$ cat src/rtl/uart_rx_byte_if.sv
// Received-byte valid/ready channel between the UART receiver and its consumer.
// master drives m_data/m_valid, slave returns m_ready.
interface uart_rx_byte_if;
  logic [7:0] m_data;
  logic       m_valid;
  logic       m_ready;

  modport master (
    output m_data,
    output m_valid,
    input  m_ready
  );

  modport slave (
    input  m_data,
    input  m_valid,
    output m_ready
  );
endinterface

$ cat src/rtl/uart_rx_byte.sv
// UART byte receiver (8N1, or 8E1 with UART_RX_PARITY_EN) with a one-deep valid/ready output buffer.
// Latency: start edge to START 3 cycles; stop mid-sample to m_valid 2 cycles.
// Backpressure: a full buffer with m_ready low keeps the old byte, drops the new one and pulses rx_overrun.
module uart_rx_byte #(
  parameter int CLK_HZ = 100_000_000,
  parameter int BAUD   = 115_200
) (
  input  logic           clk_100mhz,
  input  logic           sys_rst,
  input  logic           uart_rxd,
  uart_rx_byte_if.master byte_if,
  output logic           rx_frame_err,
  output logic           rx_overrun,
  output logic           rx_parity_err
);

  localparam int CLKS_PER_BIT = CLK_HZ / BAUD;
  localparam int HALF         = CLKS_PER_BIT / 2;
  localparam int CNT_W        = (CLKS_PER_BIT > 1) ? $clog2(CLKS_PER_BIT) : 1;
  localparam logic [CNT_W-1:0] CNT_HALF = CNT_W'(HALF - 1);
  localparam logic [CNT_W-1:0] CNT_FULL = CNT_W'(CLKS_PER_BIT - 1);

  typedef enum logic [2:0] {
    S_IDLE,
    S_START,
    S_DATA,
`ifdef UART_RX_PARITY_EN
    S_PARITY,
`endif
    S_STOP,
    S_BRK
  } state_t;

  state_t           state;
  logic [CNT_W-1:0] cnt;
  logic [2:0]       bit_idx;
  logic [7:0]       shreg;
  logic             rx_meta;
  logic             rxs;
  logic             frame_done;
`ifdef UART_RX_PARITY_EN
  logic             par_bad;
`else
  assign rx_parity_err = 1'b0;
`endif

  always_ff @(posedge clk_100mhz) begin
    if (sys_rst) begin
      state           <= S_IDLE;
      cnt             <= '0;
      bit_idx         <= '0;
      shreg           <= '0;
      rx_meta         <= 1'b1;
      rxs             <= 1'b1;
      frame_done      <= 1'b0;
      rx_frame_err    <= 1'b0;
      rx_overrun      <= 1'b0;
      byte_if.m_data  <= '0;
      byte_if.m_valid <= 1'b0;
`ifdef UART_RX_PARITY_EN
      par_bad         <= 1'b0;
      rx_parity_err   <= 1'b0;
`endif
    end else begin
      rx_meta      <= uart_rxd;
      rxs          <= rx_meta;
      frame_done   <= 1'b0;
      rx_frame_err <= 1'b0;
      rx_overrun   <= 1'b0;
`ifdef UART_RX_PARITY_EN
      rx_parity_err <= 1'b0;
`endif

      case (state)
        S_IDLE: begin
          if (!rxs) begin
            state <= S_START;
            cnt   <= '0;
          end
        end

        // Mid-start re-check rejects glitches shorter than half a bit.
        S_START: begin
          if (cnt == CNT_HALF) begin
            cnt <= '0;
            if (rxs) begin
              state <= S_IDLE;
            end else begin
              state   <= S_DATA;
              bit_idx <= '0;
            end
          end else begin
            cnt <= cnt + 1'b1;
          end
        end

        S_DATA: begin
          if (cnt == CNT_FULL) begin
            cnt     <= '0;
            shreg   <= {rxs, shreg[7:1]};
            bit_idx <= bit_idx + 1'b1;
            if (bit_idx == 3'd7) begin
`ifdef UART_RX_PARITY_EN
              state <= S_PARITY;
`else
              state <= S_STOP;
`endif
            end
          end else begin
            cnt <= cnt + 1'b1;
          end
        end

`ifdef UART_RX_PARITY_EN
        // Even parity: the parity bit must equal the XOR of the data bits.
        S_PARITY: begin
          if (cnt == CNT_FULL) begin
            cnt     <= '0;
            par_bad <= rxs ^ (^shreg);
            state   <= S_STOP;
          end else begin
            cnt <= cnt + 1'b1;
          end
        end
`endif

        S_STOP: begin
          if (cnt == CNT_FULL) begin
            cnt <= '0;
            if (rxs) begin
              state <= S_IDLE;
`ifdef UART_RX_PARITY_EN
              if (par_bad) rx_parity_err <= 1'b1;
              else         frame_done    <= 1'b1;
`else
              frame_done <= 1'b1;
`endif
            end else begin
              rx_frame_err <= 1'b1;
              state        <= S_BRK;
            end
          end else begin
            cnt <= cnt + 1'b1;
          end
        end

        S_BRK: begin
          if (rxs) begin
            state <= S_IDLE;
            cnt   <= '0;
          end
        end

        default: begin
          state <= S_IDLE;
          cnt   <= '0;
        end
      endcase

      // A consumer accepting in the completion cycle frees the slot for the new byte.
      if (frame_done) begin
        if (!byte_if.m_valid) begin
          byte_if.m_data  <= shreg;
          byte_if.m_valid <= 1'b1;
        end else if (byte_if.m_ready) begin
          byte_if.m_data <= shreg;
        end else begin
          rx_overrun <= 1'b1;
        end
      end else if (byte_if.m_valid && byte_if.m_ready) begin
        byte_if.m_valid <= 1'b0;
      end
    end
  end

endmodule

$ cat src/flat_wrapper.sv
// flat-port wrapper written by rule: the top's interface ports become plain ports
module uart_rx_byte_flat 
#(
  parameter int CLK_HZ = 100_000_000,
  parameter int BAUD   = 115_200
)
  (clk_100mhz, sys_rst, uart_rxd, rx_frame_err, rx_overrun, rx_parity_err, byte_if_m_data, byte_if_m_valid, byte_if_m_ready);
  uart_rx_byte_if byte_if_i ();
  input  logic clk_100mhz;
  input  logic sys_rst;
  input  logic uart_rxd;
  output logic rx_frame_err;
  output logic rx_overrun;
  output logic rx_parity_err;
  output wire logic [$bits(byte_if_i.m_data)-1:0] byte_if_m_data;
  output wire logic [$bits(byte_if_i.m_valid)-1:0] byte_if_m_valid;
  input wire logic [$bits(byte_if_i.m_ready)-1:0] byte_if_m_ready;
  assign byte_if_m_data = byte_if_i.m_data;
  assign byte_if_m_valid = byte_if_i.m_valid;
  assign byte_if_i.m_ready = byte_if_m_ready;
  uart_rx_byte #(.CLK_HZ(CLK_HZ), .BAUD(BAUD)) u_core (.clk_100mhz(clk_100mhz), .sys_rst(sys_rst), .uart_rxd(uart_rxd), .byte_if(byte_if_i), .rx_frame_err(rx_frame_err), .rx_overrun(rx_overrun), .rx_parity_err(rx_parity_err));
endmodule
$ cat config.mk
export PLATFORM = sky130hd
export DESIGN_NAME = uart_rx_byte_flat
export DESIGN_NICKNAME = d
export VERILOG_FILES = /design/src/rtl/uart_rx_byte_if.sv /design/src/rtl/uart_rx_byte.sv /design/src/flat_wrapper.sv
export SDC_FILE = /design/constraint.sdc
export NUM_CORES = 1
export LEC_CHECK = 0
export BUFFER_PORTS_ARGS = -buffer_cell sky130_fd_sc_hd__buf_2
export CORE_ASPECT_RATIO = 1.25
export CORE_MARGIN = 2
export CORE_UTILIZATION = 60
export CTS_CLUSTER_DIAMETER = 100
export DETAILED_ROUTE_END_ITERATION = 16
export GPL_ROUTABILITY_DRIVEN = 0
export PLACE_DENSITY_LB_ADDON = 0.12
export REMOVE_ABC_BUFFERS = 1
export SETUP_SLACK_MARGIN = 0.3
export SYNTH_ARGS = -nofsm -noshare
export SYNTH_HDL_FRONTEND = slang
export SYNTH_SLANG_ARGS = --single-unit
$ cat constraint.sdc
create_clock -name clk_100mhz -period 2.85 [get_ports clk_100mhz]
set_clock_uncertainty 0.1 [all_clocks]
set_input_delay 0.285 -clock clk_100mhz [delete_from_list [all_inputs] [get_ports clk_100mhz]]
set_output_delay 0.285 -clock clk_100mhz [all_outputs]
set_load 0.02 [all_outputs]
==> results.txt <==
top cells by area, synth - dfxtp_1, mux2i_1, nor2_1
internal power - 755 uW
Yosys top cell by area - dfxtp_1
DR vias - 1320
crit-path leading delay family - compound AO/OA/AOI/OAI gates
max_slew headroom - 0.563
Cells after Synth - 183
Mapped Avg Cell Area - 9.38 sq um
initial core utilization - 0.634
Comb power frac - 0.250
slowest CP cell - dfxtp_1
CP Max Fanout - 5
outcome - completed
Min Hold Slack - 0.0347 ns
antenna viol nets, final - 0
Flop pwr share - 0.525
Final Setup Violations - 0
Area Growth Syn to Fin - 7.07%
Worst Max-Slew Pin Slew - 0.655 ns
Slew Limit Fails - 0
share of cells above drive strength 1 - 0.173
Tmin final - 1.89 ns
CTS Hold Bufs - 0
H-Tree Depth - 2
drt wl/cell - 13.7 um
CTS Buffer Depth - 2
WP buf/inv - 0
# diodes - 0
slowest cell delay on critical path - 0.41 ns
CP Capture Type - flop
setup bufs post-CTS - 0
Fillers - 231
switch share - 0.327
Max VDD drop - 0.513 mV
final setup TNS - 0 ns
CP cell instances - ha_1, and4bb_2, a31o_2, o211a_1, mux2i_1, nor2_1
dominant synthesized flop cell - dfxtp_1
synth warn - 0
Inst Count DP - 223
Clock Power Share - 0.225
overall routed net length - 3160 um
Core Area - 0.00271 sq mm
first-pass GRT wire length - 5680 um
# DRC - 0
max cap viols - 0
Port Buffers - 14
Worst-path clk slew - 0.11 ns
clock latency on the worst-skew pair - 0.33 ns
drt first pass iters - 4
CTS tree - done
most common cell after layout, fill and taps aside - dfxtp_1
met3 global-route usage - 0.0491
I/O pin count - 16
Synth cell types - 46
Async S/R FF share, synth - 0
Fin. Hold Viols - 0
Hold Crit Class - primary input to flop
DR vias/cell - 5.74
most frequent cells in the layout - dfxtp_1, nor2_1, mux2i_1
number of buffers created by CTS - 5
Psw - 366 uW
Die W - 51.8 um
Total Routing Usage GR - 0.224
GR Layer Usage met2 - 0.391
mapped cell area - 0.00172 sq mm
number of synthesized register bits - 38
vias in the first global route - 1330
row count - 21
Layout Cells excl Fill - 230
post-synth top area share - 0.443
CTS sink count - 38
number of synthesized flops with an enable pin - 0
leakage - 0.000868 uW
f_max - 530 MHz
Seq/Total Area, Yosys - 0.443
pin count of the biggest net entering global routing - 38
Nets - 204
Req. time, crit path - 2.95 ns
GRT overflow - 0
RSZ-0062 raised after global routing - no
Pwr per Cell Area - 610 mW/mm^2
initial antenna violation count - 0
critical path type - flop to flop
period utilisation layout - 0.662
gr busiest metal - met2
Root Buffer - clkbuf_4
CP startpoint kind - flop
Worst EP arrival - 1.99 ns
Iteration-0 DRC Markers - 27
PostCTS Resize Cnt - 0
HPWL Detailed - 2350 um
met1 Use GR - 0.257
die outline height - 63.8 um
Die ar. - 0.00331 sq mm
[cell families after synthesis]
| group | Yosys count | share of synthesized area |
|---|---|---|
| AO/OA/AOI/OAI | 34 | 0.136 |
| XOR/XNOR | 1 | 0.00510 |
| adder cells (fa/ha/maj) | 4 | 0.0292 |
| buffers and inverters | 13 | 0.0335 |
| flip-flops | 38 | 0.443 |
| multiplexers | 17 | 0.0991 |
| other | 1 | 0.00218 |
| AND/OR/NAND/NOR | 75 | 0.252 |
[per-stage QoR]
step / worst slack (ns) / total power (uW) / instance area (sq um) / utilization
final: 0.963 / 1120 / 1840 / 0.679
after global routing: 0.793 / 1200 / 1840 / 0.679
after CTS: 0.961 / 1130 / 1840 / 0.679
after detailed placement: 0.986 / 878 / 1790 / 0.662
after global placement: 1.03 / 870 / 1790 / 0.662
after floorplan: 1.15 / 808 / 1680 / -
[cell type report]
class / instances / area (sq um) / share of cell area
Clock inverter: 2 / 10.0 / 0.00545
Inverter: 5 / 18.8 / 0.0102
Tap cell: 34 / 42.5 / 0.0231
Clock buffer: 5 / 37.5 / 0.0204
Timing Repair Buffer: 14 / 70.1 / 0.0381
Multi-Input combinational cell: 132 / 898 / 0.489
Sequential cell: 38 / 761 / 0.414
[sequential cells by signal, summed over array words and instances, names as in the netlist]
signal and flops:
u_core.bit_idx 3, u_core.byte_if.m_data 8, u_core.byte_if.m_valid 1, u_core.cnt 10, u_core.frame_done 1, u_core.rx_frame_err 1
u_core.rx_meta 1, u_core.rx_overrun 1, u_core.rxs 1, u_core.shreg 8, u_core.state 3
[Yosys cell counts (2+ instances only)]
cell type	count
a31oi_1	2
buf_4	2
o21ai_0	3
or2_2	2
dfxtp_1	38
a21oi_1	8
o21ai_1	5
ha_1	4
clkbuf_1	5
nand3_1	7
inv_1	5
nand3b_1	3
and2_1	3
nand2_1	7
nor4b_1	3
nor2_1	27
nor3b_2	3
nand2b_1	6
a22o_1	2
nor3_1	2
mux2i_1	17
a21o_1	3
and4bb_2	2
a211oi_1	2
[routing by layer]
metal	up-vias	share of wire
li1	667	-
met1	618	0.43
met2	26	0.52
met3	9	0.028
met4	0	0.021
met5	-	0
[power groups by stage]
| stage | combinational, uW | sequential (uW) | clock, uW |
|---|---|---|---|
| CTS | 281 | 588 | 262 |
| global placement | 273 | 597 | 0 |
| finish | 281 | 588 | 252 |
| global route | 311 | 595 | 292 |
| floorplan | 215 | 593 | 0 |
| detailed placement | 278 | 600 | 0 |
[worst paths after layout]
kind,start,endpoint,slack [ns],cells after the start
worst min register to register,u_core.rx_meta,u_core.rxs,0.32,1
worst max register to register,u_core.cnt[0],u_core.state[2],0.96,6
worst min-delay path,uart_rxd,u_core.rx_meta,0.03,2
worst max-delay path,u_core.cnt[0],u_core.state[2],0.96,6
No activity file was read; power rests on OpenSTA's default activity.
